`src/rtl/move_sched.sv`:
```
// -----------------------------------------------------------------------------
// move_sched
//   Per-frame scheduler that time-shares a single `move` collision/step
//   datapath between N_OBJ object slots. It owns the pos/rem/spd state table.
//   On each frame tick it sweeps the active slots in index order. For each
//   active slot it presents the slot state to `move`, waits MOVE_LAT cycles,
//   and then writes the result back into the slot. Game logic loads slots
//   through the write port between sweeps. It can inspect slots at any time
//   through the combinational read port.
//
// Ports
//   clk_i, rst_ni           clock, asynchronous active-low reset
//   frame_tick_i            1-cycle pulse that starts a sweep
//   busy_o                  a sweep is in progress (FSM not idle)
//   done_o                  1-cycle pulse when a sweep finishes
//   overrun_o               1-cycle pulse, one cycle after a tick that was
//                           dropped because a sweep was already running
//   wr_valid_i/wr_ready_o   slot write handshake (ready only while idle)
//   wr_idx_i, wr_active_i,
//   wr_pos_i, wr_rem_i,
//   wr_spd_i                slot write payload
//   rd_idx_i                read index
//   rd_active_o, rd_pos_o,
//   rd_spd_o                combinational view of slot[rd_idx_i]
//   mv_pos_o/rem_o/spd_o    registered operands driven to `move`
//   mv_pos_i/rem_i/spd_i    results returned by `move`
// -----------------------------------------------------------------------------
module move_sched #(
    parameter int N_OBJ    = 8,
    parameter int MOVE_LAT = 1,
    localparam int IW      = $clog2(N_OBJ)
) (
    input  logic          clk_i,
    input  logic          rst_ni,
    input  logic          frame_tick_i,
    output logic          busy_o,
    output logic          done_o,
    output logic          overrun_o,
    input  logic          wr_valid_i,
    output logic          wr_ready_o,
    input  logic [IW-1:0] wr_idx_i,
    input  logic          wr_active_i,
    input  logic [31:0]   wr_pos_i,
    input  logic [63:0]   wr_rem_i,
    input  logic [63:0]   wr_spd_i,
    input  logic [IW-1:0] rd_idx_i,
    output logic          rd_active_o,
    output logic [31:0]   rd_pos_o,
    output logic [63:0]   rd_spd_o,
    output logic [31:0]   mv_pos_o,
    output logic [63:0]   mv_rem_o,
    output logic [63:0]   mv_spd_o,
    input  logic [31:0]   mv_pos_i,
    input  logic [63:0]   mv_rem_i,
    input  logic [63:0]   mv_spd_i
);

    localparam logic [2:0] S_IDLE   = 3'd0;
    localparam logic [2:0] S_SCAN   = 3'd1;
    localparam logic [2:0] S_ISSUE  = 3'd2;
    localparam logic [2:0] S_WAIT   = 3'd3;
    localparam logic [2:0] S_COMMIT = 3'd4;
    localparam logic [2:0] S_DONE   = 3'd5;

    localparam logic [IW-1:0] LAST_IDX = IW'(N_OBJ - 1);
    localparam logic [IW:0]   N_OBJ_W  = (IW + 1)'(N_OBJ);
    localparam int            CW       = (MOVE_LAT > 1) ? $clog2(MOVE_LAT) : 1;
    localparam logic [CW-1:0] LAT_LAST = CW'((MOVE_LAT > 0) ? (MOVE_LAT - 1) : 0);

    // ---------------------------------------------------------------- state
    logic [2:0]    state_q, state_d;
    logic [IW-1:0] idx_q, idx_d;
    logic [CW-1:0] cnt_q, cnt_d;
    logic [31:0]   mv_pos_q, mv_pos_d;
    logic [63:0]   mv_rem_q, mv_rem_d;
    logic [63:0]   mv_spd_q, mv_spd_d;
    logic          ready_q, ready_d;
    logic          overrun_q, overrun_d;

    // Slot table. It is kept in flops because it needs an asynchronous clear
    // and a combinational read port.
    logic          act_q [N_OBJ];
    logic          act_d [N_OBJ];
    logic [31:0]   pos_q [N_OBJ];
    logic [31:0]   pos_d [N_OBJ];
    logic [63:0]   rem_q [N_OBJ];
    logic [63:0]   rem_d [N_OBJ];
    logic [63:0]   spd_q [N_OBJ];
    logic [63:0]   spd_d [N_OBJ];

    logic wr_fire;
    logic commit_en;
    logic rd_in_range;

    // ready_q is only ever high in IDLE. A write therefore can never collide
    // with a COMMIT to the same slot.
    assign wr_fire   = wr_valid_i & ready_q;
    assign commit_en = (state_q == S_COMMIT);

    // ------------------------------------------------------------ FSM logic
    always_comb begin
        state_d   = state_q;
        idx_d     = idx_q;
        cnt_d     = cnt_q;
        mv_pos_d  = mv_pos_q;
        mv_rem_d  = mv_rem_q;
        mv_spd_d  = mv_spd_q;
        overrun_d = frame_tick_i && (state_q != S_IDLE);

        case (state_q)
            S_IDLE: begin
                if (frame_tick_i) begin
                    state_d = S_SCAN;
                    idx_d   = '0;
                end
            end
            S_SCAN: begin
                if (act_q[idx_q]) begin
                    state_d = S_ISSUE;
                end else if (idx_q == LAST_IDX) begin
                    state_d = S_DONE;
                end else begin
                    idx_d = idx_q + IW'(1);
                end
            end
            S_ISSUE: begin
                mv_pos_d = pos_q[idx_q];
                mv_rem_d = rem_q[idx_q];
                mv_spd_d = spd_q[idx_q];
                cnt_d    = '0;
                state_d  = (MOVE_LAT > 0) ? S_WAIT : S_COMMIT;
            end
            S_WAIT: begin
                if (cnt_q == LAT_LAST) begin
                    state_d = S_COMMIT;
                end else begin
                    cnt_d = cnt_q + CW'(1);
                end
            end
            S_COMMIT: begin
                if (idx_q == LAST_IDX) begin
                    state_d = S_DONE;
                end else begin
                    idx_d   = idx_q + IW'(1);
                    state_d = S_SCAN;
                end
            end
            S_DONE: begin
                state_d = S_IDLE;
            end
            default: begin
                state_d = S_IDLE;
            end
        endcase

        // Ready is registered from the next state. It drops on the same edge
        // that leaves IDLE, and it rises on the edge that returns to IDLE.
        ready_d = (state_d == S_IDLE);
    end

    always_ff @(posedge clk_i or negedge rst_ni) begin
        if (!rst_ni) begin
            state_q   <= S_IDLE;
            idx_q     <= '0;
            cnt_q     <= '0;
            mv_pos_q  <= '0;
            mv_rem_q  <= '0;
            mv_spd_q  <= '0;
            ready_q   <= 1'b0;
            overrun_q <= 1'b0;
        end else begin
            state_q   <= state_d;
            idx_q     <= idx_d;
            cnt_q     <= cnt_d;
            mv_pos_q  <= mv_pos_d;
            mv_rem_q  <= mv_rem_d;
            mv_spd_q  <= mv_spd_d;
            ready_q   <= ready_d;
            overrun_q <= overrun_d;
        end
    end

    // ----------------------------------------------------------- slot table
    genvar gi;
    generate
        for (gi = 0; gi < N_OBJ; gi++) begin : g_slot
            logic wr_hit;
            logic cm_hit;

            assign wr_hit = wr_fire && (wr_idx_i == IW'(gi));
            assign cm_hit = commit_en && (idx_q == IW'(gi));

            // The sweep never touches the active flag. Only the write port
            // changes the active flag.
            always_comb begin
                act_d[gi] = act_q[gi];
                pos_d[gi] = pos_q[gi];
                rem_d[gi] = rem_q[gi];
                spd_d[gi] = spd_q[gi];
                if (wr_hit) begin
                    act_d[gi] = wr_active_i;
                    pos_d[gi] = wr_pos_i;
                    rem_d[gi] = wr_rem_i;
                    spd_d[gi] = wr_spd_i;
                end else if (cm_hit) begin
                    pos_d[gi] = mv_pos_i;
                    rem_d[gi] = mv_rem_i;
                    spd_d[gi] = mv_spd_i;
                end
            end

            always_ff @(posedge clk_i or negedge rst_ni) begin
                if (!rst_ni) begin
                    act_q[gi] <= 1'b0;
                    pos_q[gi] <= '0;
                    rem_q[gi] <= '0;
                    spd_q[gi] <= '0;
                end else begin
                    act_q[gi] <= act_d[gi];
                    pos_q[gi] <= pos_d[gi];
                    rem_q[gi] <= rem_d[gi];
                    spd_q[gi] <= spd_d[gi];
                end
            end
        end
    endgenerate

    // -------------------------------------------------------------- outputs
    // When N_OBJ is not a power of two, indices past the last slot read as an
    // empty slot.
    assign rd_in_range = ({1'b0, rd_idx_i} < N_OBJ_W);
    assign rd_active_o = rd_in_range ? act_q[rd_idx_i] : 1'b0;
    assign rd_pos_o    = rd_in_range ? pos_q[rd_idx_i] : '0;
    assign rd_spd_o    = rd_in_range ? spd_q[rd_idx_i] : '0;

    assign busy_o     = (state_q != S_IDLE);
    assign done_o     = (state_q == S_DONE);
    assign overrun_o  = overrun_q;
    assign wr_ready_o = ready_q;
    assign mv_pos_o   = mv_pos_q;
    assign mv_rem_o   = mv_rem_q;
    assign mv_spd_o   = mv_spd_q;

endmodule

```
`config.mk`:
```
export PLATFORM = sky130hd
export DESIGN_NAME = move_sched
export DESIGN_NICKNAME = d
export VERILOG_FILES = /design/src/rtl/move_sched.sv
export SDC_FILE = /design/constraint.sdc
export NUM_CORES = 2
export LEC_CHECK = 0
export CELL_PAD_IN_SITES_DETAIL_PLACEMENT = 1
export CELL_PAD_IN_SITES_GLOBAL_PLACEMENT = 1
export CORE_MARGIN = 8
export CORE_UTILIZATION = 46
export DETAILED_ROUTE_END_ITERATION = 8
export GPL_ROUTABILITY_DRIVEN = 0
export GPL_TIMING_DRIVEN = 0
export HOLD_SLACK_MARGIN = 0.03
export PLACE_DENSITY = 0.78
export SLEW_MARGIN = 30
export SYNTH_ARGS = -nofsm -noshare
export SYNTH_HDL_FRONTEND = slang
export SYNTH_SLANG_ARGS = --single-unit
```
`constraint.sdc`:
```
create_clock -name clk_i -period 5.33 [get_ports clk_i]
set_input_delay 0.533 -clock clk_i [delete_from_list [all_inputs] [get_ports clk_i]]
set_output_delay 0.533 -clock clk_i [all_outputs]
set_load 0.02 [all_outputs]
```
### Word-level counts from Yosys, hierarchy flattened

Index checks and enable logic that the tools add are counted.

* $add $sub $neg: 2
* magnitude comparators: 2
* equality and inequality tests: 21
* multiplexer cells: 81
* bitwise operators: 3
* reductions and logical operators: 33

Operators by type and width (count)
* $mux W64: 38
* $mux W32: 20
* $bmux W64 S3: 3
* $bmux W32 S3: 2
* $eq A3 B3 Y1 const B: 10
* $mux W3: 8
* $eq A3 B2 Y1 const B: 6
* $reduce_bool A2 Y1: 9
* $logic_and A1 B1 Y1: 17
* $pmux W3 S5: 1
* $logic_not A3 Y1: 4
* $eq A3 B1 Y1 const B: 3
* $pmux W3 S3: 1
* $ge A4 B4 Y1 const B: 2
* $not A3 Y4: 2
* $bmux W1 S3: 2
* $reduce_bool A3 Y1: 2
* $mux W1: 5
* $ne A2 B2 Y1 const B: 2
* $add A3 B1 Y3 const B: 1
* $reduce_and A3 Y1: 1
* $pmux W1 S2: 1
* $add A1 B1 Y1 const B: 1
* $and A1 B1 Y1: 1

* flip-flop bits (word level): 1457
* input bits: 331
* output and inout bits: 261

### Longest topological paths before layout

* depth in word-level cells: 7
* depth in mapped cells: 11
* mapped depth without buffers: 7

### Least setup slack after synthesis

Ideal clock, no wire load.

* path type: input -> output
* from: in rd_idx_i[0]
* to: out rd_spd_o[10]
* arrival time: 2.045 ns
* data required time: 4.797 ns
* setup slack: 2.752 ns
* stages: 5
* cell sequence: clkbuf_1 buf_2 buf_2 mux4_2 mux2_2

* word-level cells in the longest chain between the ends: 4

Ends and longest elaborated chain
* from (decl): line 46 `input logic [IW-1:0] rd_idx_i,`
* $not A3 Y4 (not written as such): line 234 `assign rd_spd_o = rd_in_range ? spd_q[rd_idx_i] : '0;`
* $bmux W64 S3: line 234
* $mux W64 (not written as such) (2 in a row): line 234
* to (decl): line 49 `output logic [63:0] rd_spd_o,`

Every way passes these cells. The select of a mux whose other input is x is not followed.

### Worst setup path after layout

* from: in rd_idx_i[0]
* to: out rd_pos_o[31]

* word-level cells in the longest chain between the ends: 4

Ends and longest elaborated chain
* $not A3 Y4 (not written as such): line 233 `assign rd_pos_o = rd_in_range ? pos_q[rd_idx_i] : '0;`
* $bmux W32 S3: line 233
* $mux W32 (not written as such) (2 in a row): line 233
* to (decl): line 48 `output logic [31:0] rd_pos_o,`

Every way passes these cells. The select of a mux whose other input is x is not followed.

==> impl_metrics.py <==
metrics = {
    "grt": {
        "grt_pass1_vias": 73700,
        "gr-total-overflow": 0,
        "grt_usage_pct": 34.6,
        "grt_pass1_wl_mm": 497,
        "antenna_found_initial": 91,
        "grt_max_degree": 126,
    },
    "timing": {
        "post-route-period-util_pct": 84.9,
        "finalClockSkew_ns": 0.0406,
        "worstMarginPinSlew_ns": 1.08,
        "layout_min_cycle_time_ns": 4.53,
        "slew_violations": 0,
        "fin_setup_tns_ns": 0,
        "relSlewSlack_pct": 27.9,
        "final-hold-violation-count": 0,
        "fmax_mhz": 221,
        "rsz0062_at_grt": "false",
        "whs_ns": 0.0622,
        "setup_viol": 0,
    },
    "power": {
        "vdd_drop_max_uv": 323,
        "p_per_area_mw_per_mm2": 568,
        "p_leak_nw": 39.7,
        "p_total_mw": 53.7,
    },
    "yosys": {
        "synth_edf_count": 0,
        "ys_ff_latch": 1456,
        "syn_area_mm2": 0.0813,
        "yosys_warnings": 0,
        "synth-seq-area-share_pct": 44.8,
        "ys_async_sr_fraction_pct": 100,
        "yosys.area.top_type_share_pct": 44.8,
        "ys_top_cells_by_area": "dfrtp_1, mux2i_1, mux4_2",
        "synth_largest_area_cell": "dfrtp_1",
        "syn_inst": 7576,
        "avgSynthCellArea_um2": 10.7,
        "ys.flop_type": "dfrtp_1",
        "synth_cell_types": 41,
        "syn_nets": 7913,
    },
    "cells_and_area": {
        "fillers": 18800,
        "final_core_util_pct": 53.8,
        "syn_to_final_growth_pct": 16.4,
        "final_common_cell": "dfrtp_1",
        "layout-drive-gt1-share_pct": 16.0,
        "register_area_mm2": 0.0364,
        "design_area_mm2": 0.0946,
        "multi_input_area_mm2": 0.0401,
        "final_cell_mix": "dfrtp_1, mux2i_1, nor2_1",
        "fin_nets": 8497,
    },
    "die": {
        "die_w_um": 436,
        "fp.dieH_um": 436,
        "die_area_mm2": 0.190,
        "rows": 154,
        "ios": 592,
        "core_area_mm2": 0.176,
        "initial_core_util_pct": 46.2,
    },
    "drt": {
        "drt_first_pass_iters": 8,
        "dr_total_vias": 68200,
        "ant_nets": 0,
        "routed_wl_mm": 341,
        "drcViolationCount": 0,
        "post_drt_wl_per_cell_um": 31.8,
        "drtIter0Drc": 6189,
        "viasPerCell": 6.36,
    },
    "critical_path": {
        "path_class": "primary input to output port",
        "cp-end-kind": "output port",
        "arrival_ns": 3.99,
        "cp_max_fo": 10,
        "cp-start-kind": "primary input",
        "crit_required_ns": 4.80,
    },
    "run": {
        "drv_cap": 0,
    },
    "placed_design": {
        "dp_hpwl_mm": 234,
        "io_buffer_count": 268,
        "dpl_cell_area_mm2": 0.0879,
    },
    "cts": {
        "ctsResizeCount": 0,
        "htree_levels": 4,
        "clkSlewWorstSetupHoldPaths_ns": 0.06,
        "cts_tree": "yes",
        "clockBufferDepth": 3,
        "post_cts_buffers": 0,
        "hold_buffers": 107,
        "tritoncts_num_sinks": 1456,
        "clk_latency_ns": 0.85,
        "cts_buffers": 169,
        "clockRootBuffer": "clkbuf_16",
    },
    "run_status": {
        "status": "complete, no violations",
    },
    "hold_path": {
        "hold_path.class": "primary input to register",
    },
}
[per-stage QoR]
stage,cells,worst slack [ns]
5_1_grt,10700,0.784
4_1_cts,10600,0.876
2_1_floorplan,7576,2.75
6_report,10700,0.804
3_3_place_gp,10200,-65.04
3_5_place_dp,10200,0.874
[final timing paths]
kind | from | endpoint | slack (ns) | cells past startpoint
setup / recovery | rd_idx_i[0] | rd_pos_o[31] | 0.80 | 6
hold / removal | wr_spd_i[19] | spd_q[211] | 0.06 | 3
setup reg to reg | idx_q[0] | rem_q[227] | 1.00 | 11
hold reg to reg | act_q[3] | act_q[3] | 0.53 | 1
max in group asynchronous | rst_ni | mv_spd_o[13] | 2.64 | 5
min in group asynchronous | rst_ni | rem_q[285] | 0.29 | 2
[metal layers]
layer,share of wire (%),global-route usage [%]
met4,8.2,25.8
met1,37,42.1
met2,47,54.1
met5,0.021,0
met3,7.6,7.73
[power breakdown]
group,total [mW],leakage (nW),switching [mW],internal [mW]
clock,11.8,2.67,5.10,6.65
combinational,21.1,19.6,10.6,10.6
sequential,20.8,17.4,4.28,16.5
[flip-flops by register name, summed over array words and instances, names as in the netlist]
signal      cells
mv_pos_o       32
pos_q         256
spd_q         512
mv_rem_o       64
act_q           8
wr_ready_o      1
state_q         3
rem_q         512
overrun_o       1
mv_spd_o       64
idx_q           3
[final cells by class]
type / instances / share of cell area (%)
clock buffers: 259 / 5.23
multi-input cells: 5169 / 42.4
inverters: 5 / 0.0198
repair buffers: 413 / 5.00
clock inverters: 44 / 0.508
flip-flops and latches: 1456 / 38.5
diodes: 86 / 0.227
plain buffers: 946 / 5.04
well taps: 2340 / 3.10
[worst max-delay path, stage by stage]
cell and delay, ns:
clkbuf_1 0.47, buf_2 0.69, buf_2 0.64, mux4_2 0.61, mux2_2 0.29, clkdlybuf4s50_1 0.73
[logic make-up (layout without fill, tap and decap cells)]
| logic type | Yosys count | after routing | share of synthesized area [%] |
|---|---|---|---|
| DFF | 1456 | 1456 | 44.8 |
| buffers and inverters | 951 | 1667 | 5.84 |
| AOI/OAI and AO/OA | 1451 | 1451 | 9.22 |
| other | 0 | 86 | 0 |
| adders and majority gates | 6 | 6 | 0.0924 |
| muxes | 1905 | 1905 | 31.5 |
| and+or+nand+nor | 1807 | 1807 | 8.46 |
[synthesized netlist by cell type (62+ instances only)]
master    instances
dfrtp_1        1456
buf_2           121
a21oi_1         801
a31oi_1         160
nor2_1          967
nand2_1         806
mux2i_1        1285
clkbuf_2        159
mux4_2          514
mux2_2          102
clkbuf_1        510
o21ai_0          62
o21ai_1         421
(Power assumes the default switching activity.)
